## config.mk

```make
export PLATFORM = sky130hd
export DESIGN_NAME = preg_release_ctrl
export DESIGN_NICKNAME = d
export VERILOG_FILES = /design/src/rtl/preg_release_ctrl_pkg.sv /design/src/rtl/release_fifo_2w2r.sv /design/src/rtl/preg_release_ctrl.sv
export SDC_FILE = /design/constraint.sdc
export NUM_CORES = 1
export LEC_CHECK = 0
export BUFFER_PORTS_ARGS = -buffer_cell sky130_fd_sc_hd__buf_2
export CAP_MARGIN = 20
export CORE_MARGIN = 2
export CORE_UTILIZATION = 59
export DETAILED_ROUTE_END_ITERATION = 10
export GPL_TIMING_DRIVEN = 0
export HOLD_SLACK_MARGIN = 0.02
export PLACE_DENSITY = 0.8
export SYNTH_ARGS = -nofsm -noshare
export SYNTH_HDL_FRONTEND = slang
export SYNTH_HIERARCHICAL = 1
export SYNTH_SLANG_ARGS = --single-unit
```

## constraint.sdc

```tcl
create_clock -name clk -period 4 [get_ports clk]
set_clock_uncertainty 0.2 [all_clocks]
set_input_delay 0.2 -clock clk [delete_from_list [all_inputs] [get_ports clk]]
set_output_delay 0.2 -clock clk [all_outputs]
set_load 0.02 [all_outputs]
```

## src/rtl/preg_release_ctrl_pkg.sv

```systemverilog
// Shared types for the physical-register release path: controller states and
// the preg index width that must agree with the free list.
package preg_release_ctrl_pkg;

  localparam int PREG_W = 7;

  typedef enum logic [1:0] {
    NORMAL,
    FLUSH,
    DRAIN
  } state_e;

endpackage

```

## src/rtl/release_fifo_2w2r.sv

```systemverilog
// Circular release buffer with two write and two read lanes. Lane 2 writes only
// alongside lane 1, so writes always land contiguously at tail and tail+1.
module release_fifo_2w2r #(
  parameter int DATA_WIDTH = 7,
  parameter int DEPTH      = 8,
  localparam int CNT_W     = $clog2(DEPTH + 1),
  localparam int PTR_W     = $clog2(DEPTH)
) (
  input  logic                  clk,
  input  logic                  rst,
  input  logic                  wr_en_1_i,
  input  logic [DATA_WIDTH-1:0] wr_data_1_i,
  input  logic                  wr_en_2_i,
  input  logic [DATA_WIDTH-1:0] wr_data_2_i,
  input  logic [1:0]            rd_cnt_i,
  output logic [DATA_WIDTH-1:0] head_data_o,
  output logic [DATA_WIDTH-1:0] head_next_data_o,
  output logic [CNT_W-1:0]      count_o,
  output logic [CNT_W-1:0]      free_o
);

  logic [DATA_WIDTH-1:0] mem_q [DEPTH];
  logic [PTR_W-1:0]      head_q, head_d, tail_q, tail_d, tail_p1, head_p1;
  logic [CNT_W-1:0]      count_q, count_d;
  logic [1:0]            enq;

  // Pointer arithmetic wraps naturally because DEPTH is a power of two.
  always_comb begin
    enq     = {1'b0, wr_en_1_i} + {1'b0, wr_en_2_i};
    tail_p1 = tail_q + PTR_W'(1);
    head_p1 = head_q + PTR_W'(1);
    tail_d  = tail_q + PTR_W'(enq);
    head_d  = head_q + PTR_W'(rd_cnt_i);
    count_d = count_q + CNT_W'(enq) - CNT_W'(rd_cnt_i);
  end

  always_ff @(posedge clk) begin
    if (wr_en_1_i) mem_q[tail_q] <= wr_data_1_i;
    if (wr_en_2_i) mem_q[tail_p1] <= wr_data_2_i;
  end

  always_ff @(posedge clk or posedge rst) begin
    if (rst) begin
      head_q  <= '0;
      tail_q  <= '0;
      count_q <= '0;
    end else begin
      head_q  <= head_d;
      tail_q  <= tail_d;
      count_q <= count_d;
    end
  end

  assign head_data_o      = mem_q[head_q];
  assign head_next_data_o = mem_q[head_p1];
  assign count_o          = count_q;
  assign free_o           = CNT_W'(DEPTH) - count_q;

endmodule

```

## src/rtl/preg_release_ctrl.sv

```systemverilog
// Merges commit and flush-recovery preg releases into the free list push ports,
// giving the flush stream exclusive access and reporting when it has landed.
module preg_release_ctrl
  import preg_release_ctrl_pkg::*;
#(
  parameter int DATA_WIDTH = PREG_W,
  parameter int BUF_DEPTH  = 8
) (
  input  logic                  clk,
  input  logic                  rst,
  input  logic                  commit_valid_1,
  input  logic [DATA_WIDTH-1:0] commit_preg_1,
  input  logic                  commit_valid_2,
  input  logic [DATA_WIDTH-1:0] commit_preg_2,
  output logic                  commit_ready,
  input  logic                  flush_start,
  input  logic                  flush_valid,
  input  logic [DATA_WIDTH-1:0] flush_preg,
  input  logic                  flush_last,
  output logic                  flush_ready,
  output logic                  flush_done,
  input  logic                  fl_ready,
  output logic                  push,
  output logic [DATA_WIDTH-1:0] push_data,
  output logic                  push_2,
  output logic [DATA_WIDTH-1:0] push_data_2
);

  localparam int CNT_W = $clog2(BUF_DEPTH + 1);

  state_e                state_q, state_d;
  logic [CNT_W-1:0]      count, free;
  logic [DATA_WIDTH-1:0] head_data, head_next_data;
  logic                  commit_acc, flush_acc;
  logic                  wr_en_1, wr_en_2;
  logic [DATA_WIDTH-1:0] wr_data_1;
  logic [1:0]            rd_cnt;

  // Readiness depends only on registered state and occupancy. A lone slot-2
  // release is compacted into lane 1 so the buffer never holds a hole.
  always_comb begin
    commit_ready = (state_q == NORMAL) && (free >= CNT_W'(2));
    flush_ready  = (state_q == FLUSH) && (free >= CNT_W'(1));
    commit_acc   = commit_ready && (commit_valid_1 || commit_valid_2);
    flush_acc    = flush_ready && flush_valid;
    wr_en_1      = commit_acc || flush_acc;
    wr_en_2      = commit_acc && commit_valid_1 && commit_valid_2;
    wr_data_1    = flush_acc ? flush_preg : (commit_valid_1 ? commit_preg_1 : commit_preg_2);
  end

  always_comb begin
    push        = fl_ready && (count != '0);
    push_2      = fl_ready && (count >= CNT_W'(2));
    rd_cnt      = {1'b0, push} + {1'b0, push_2};
    push_data   = push ? head_data : '0;
    push_data_2 = push_2 ? head_next_data : '0;
  end

  release_fifo_2w2r #(
    .DATA_WIDTH(DATA_WIDTH),
    .DEPTH     (BUF_DEPTH)
  ) u_fifo (
    .clk             (clk),
    .rst             (rst),
    .wr_en_1_i       (wr_en_1),
    .wr_data_1_i     (wr_data_1),
    .wr_en_2_i       (wr_en_2),
    .wr_data_2_i     (commit_preg_2),
    .rd_cnt_i        (rd_cnt),
    .head_data_o     (head_data),
    .head_next_data_o(head_next_data),
    .count_o         (count),
    .free_o          (free)
  );

  // DRAIN waits for every buffered release, old commits included, to be pushed.
  always_comb begin
    state_d    = state_q;
    flush_done = 1'b0;
    case (state_q)
      NORMAL: if (flush_start) state_d = FLUSH;
      FLUSH:  if (flush_acc && flush_last) state_d = DRAIN;
      DRAIN: begin
        if (count == '0) begin
          flush_done = 1'b1;
          state_d    = NORMAL;
        end
      end
      default: state_d = NORMAL;
    endcase
  end

  always_ff @(posedge clk or posedge rst) begin
    if (rst) state_q <= NORMAL;
    else     state_q <= state_d;
  end

  a_count_bound: assert property (@(posedge clk) disable iff (rst) count <= CNT_W'(BUF_DEPTH));
  a_push2_push:  assert property (@(posedge clk) disable iff (rst) push_2 |-> push);
  a_push_ready:  assert property (@(posedge clk) disable iff (rst) push |-> fl_ready);

endmodule
```

==> impl_results.md <==
* Status: completed
* Port bufs at between 40 and 50
* Cell Chain, Critical Path: nor3_1 -> xor2_1 -> nor4_2 -> nor4bb_1 -> buf_6 -> a21o_1 -> ha_1 -> inv_1 -> fa_1 -> inv_1 -> ha_1 -> a21o_1 -> a21oi_1 -> xnor2_1
* DRT Pass-1 Iters at 4
* Highest-delay cell along the critical path: fa_1
* Worst Path Arrival at 3.74 ns
* Post-Syn Instances at roughly 290
* Non-filler cells, final at roughly 450
* Crit path capture type: flip-flop
* VDD IR max at about 0.00032 V
* Clk_lat worst skew at approximately 0.33 ns
* Fin crit share at 0.920
* Vias in the first global route at 2708
* Syn_nets at 331
* Setup violators final at 0
* Iter 0 DRT Violations at approximately 220
* Die area at between 8000 and 9000 µm²
* Final wirelength at 8.60 mm
* Synth top area cells: edfxtp_1 38%, mux2_2 20%, mux4_2 14%
* CTS Buffer Depth at 2
* RePlAce Congestion at around 0.84
* Yosys top cell area share at 0.381
* Layout cells sized above 1 at 0.551
* Netlist Area Pre-Place at roughly 4400 µm²
* WL per Instance at roughly 19 µm
* Clk sink count at 68
* Final ANT Viol Nets at 0
* Total core area at between 7000 and 8000 µm²
* FMAX at 272 MHz
* Max-slew violation count at 0
* CP peak stage delay at 0.49 ns
* Syn. warnings at 6
* Yosys top cell by area: edfxtp_1
* Routed vias/inst at approximately 5.9
* CP required at just over 4 ns
* Die width at between 90 and 100 µm
* Unrepaired setup endpoints after global routing: false
* Largest fanout on the critical path at 10
* Resized cells post-CTS at 0
* Layout Nets at ~400
* Die Height at slightly above 90 µm
* Register area share after synthesis at 0.449
* Initial Util at 0.609
* Lkg Pwr at between 1.5 and 2 nW
* Placed wire-length estimate at approximately 6.5 mm
* Root Driver: clkbuf_8
* Site Rows at 31
* Slew Limit Headroom at 0.293
* Yosys reg bits at a little under 70
* # H-tree levels at 3
* Number of diodes at 0
* Hold Crit Class: input port to asynchronous set/reset pin
* # IOs at 48
* Core Util, Final at 0.687
* Synth cell types at 45
* Initial antenna violation count at 0
* Dpl cells at about 430
* CP Launch Type: flip-flop
* Pwr Density at between 800 and 900 nW/µm²
* Total chip power at 4.04 mW
* Max-Cap Viols at 0
* Postcts setup bufs at 0
* # hold bufs at CTS at 3
* Worst Setup Path Type: flip-flop to flip-flop
* Synth Area per Inst at roughly 15 µm²
* GRT overflow at 0
* Worst Max-Slew Pin Slew at about 1.1 ns
* Reg clk slew, reported paths at 0.07 ns
* Area delta synth->final at 12.8%
* Largest net degree at the start of global routing at 13
* Via count at around 2700
* TritonCTS Buffers at 9
* GRT Total Usage at 0.226
* Min cycle time layout at approximately 3.7 ns
* Final hold vios at 0
* DRC at 0
* Setup TNS at 0 ns
* TritonCTS clock tree: built
* Global-route wire length before repair at roughly 14 mm
[cells in the final DEF, fill, tap and decap left out, types with 2 or more instances in the layout]
master,netlist,routed
dfrtp_1,12,12
clkinv_4,0,2
buf_1,2,2
buf_2,6,53
and2_1,14,14
ha_1,11,11
fa_1,4,4
o32ai_1,2,2
nor2_2,4,4
o21ai_0,2,2
buf_4,2,2
dlygate4sd3_1,0,3
o22ai_1,2,2
mux4_2,28,28
inv_1,11,11
o21bai_1,2,2
nor3_1,3,3
nand2_1,4,4
nand2b_1,3,3
edfxtp_1,56,56
clkbuf_1,1,2
mux2_2,77,77
clkinvlp_4,0,2
a21o_1,2,2
clkbuf_8,0,9
xnor2_1,3,3
mux2_4,7,7
nor3b_1,3,3
buf_6,2,2
xor2_1,5,5
[flip-flops by register name (all words and copies together) (netlist names)]
register / count
u_fifo/count_o: 4
state_q: 2
u_fifo/mem_q: 56
u_fifo/head_q: 3
u_fifo/tail_q: 3
[critical path, delay by kind of cell (launching register included)]
kind | cells | cell delay [ns]
AOI/OAI and AO/OA | 3 | 0.48
xor gates and xnor gates | 2 | 0.38
adders and majority gates | 3 | 0.99
buffers and inverters | 3 | 0.39
DFF | 1 | 0.46
and+or+nand+nor | 3 | 0.71
[path summary, 6_finish.rpt]
| kind | depth (start not counted) | slack [ns] | end | from |
|---|---|---|---|---|
| setup / recovery | 14 | 0.32 | u_fifo/count_o[3]$_DFF_PP0_ | u_fifo/count_o[2]$_DFF_PP0_ |
| setup reg to reg | 14 | 0.32 | u_fifo/count_o[3]$_DFF_PP0_ | u_fifo/count_o[2]$_DFF_PP0_ |
| hold reg to reg | 1 | 0.37 | u_fifo/tail_q[0]$_DFF_PP0_ | u_fifo/tail_q[0]$_DFF_PP0_ |
| max in group asynchronous | 3 | 3.07 | u_fifo/head_q[1]$_DFF_PP0_ | rst |
| hold / removal | 3 | 0.07 | state_q[1]$_DFFE_PP0P_ | rst |
| min in group clk | 2 | 0.09 | u_fifo/mem_q[5][2]$_DFFE_PP_ | commit_preg_2[2] |
[logic make-up after synthesis]
kind of cell / synth area share
multiplexers: 0.363
AO/OA/AOI/OAI: 0.0230
AND/OR/NAND/NOR: 0.0655
XOR/XNOR: 0.0232
flip-flops: 0.449
buffers and inverters: 0.0272
adder cells (fa/ha/maj): 0.0493
[cells in the mapped netlist, drive strengths merged]
master  count
a31o        1
o31a        1
nand3       1
and3b       1
nor3b       3
ha         11
a21o        2
nor4bb      1
and2       14
mux4       28
fa          4
xor2        6
nor4        2
clkbuf      1
o21bai      2
a311oi      1
buf        12
o32ai       2
nand2       5
nor3        5
nor2b       1
nand2b      3
or2         1
o22ai       2
nor2        5
dfrtp      12
edfxtp     56
xnor2       4
o21ai       2
and3        1
inv        11
nand3b      1
mux2       84
a21oi       1
[layout make-up]
| class | count | area [µm²] |
|---|---|---|
| clock inverter | 6 | 41.3 |
| fill | 529 | 2270 |
| timing repair buffer | 51 | 273 |
| buffer | 13 | 78.8 |
| clock buffer | 10 | 128 |
| sequential | 68 | 1980 |
| multi-input combinational | 195 | 2310 |
| inverter | 11 | 41.3 |
| tap | 99 | 124 |
[report_power, final]
group,leakage (nW),internal (mW),switching (mW)
clock network,0.0799,0.224,0.258
logic,1.14,1.21,1.18
registers,0.649,1.04,0.126
total,1.87,2.48,1.56
[metrics by stage]
stage,hold WS (ns),worst slack (ns),area (µm²)
2_1_floorplan,-0.259,0.397,4420
3_3_place_gp,-0.144,0.427,4770
3_5_place_dp,-0.137,0.350,4770
4_1_cts,0.0539,0.303,4970
5_1_grt,0.0694,0.0674,4980
6_report,0.0688,0.321,4980
[layer usage]
| layer | up-vias | part of all wire | GRT usage |
|---|---|---|---|
| met2 | 96 | 0.47 | 0.347 |
| met5 | - | 0 | 0 |
| met4 | 0 | 0.0090 | 0.0692 |
| met1 | 1300 | 0.46 | 0.332 |
| li1 | 1252 | - | - |
| met3 | 7 | 0.067 | 0.0409 |
No activity file was read; power rests on OpenSTA's default activity.
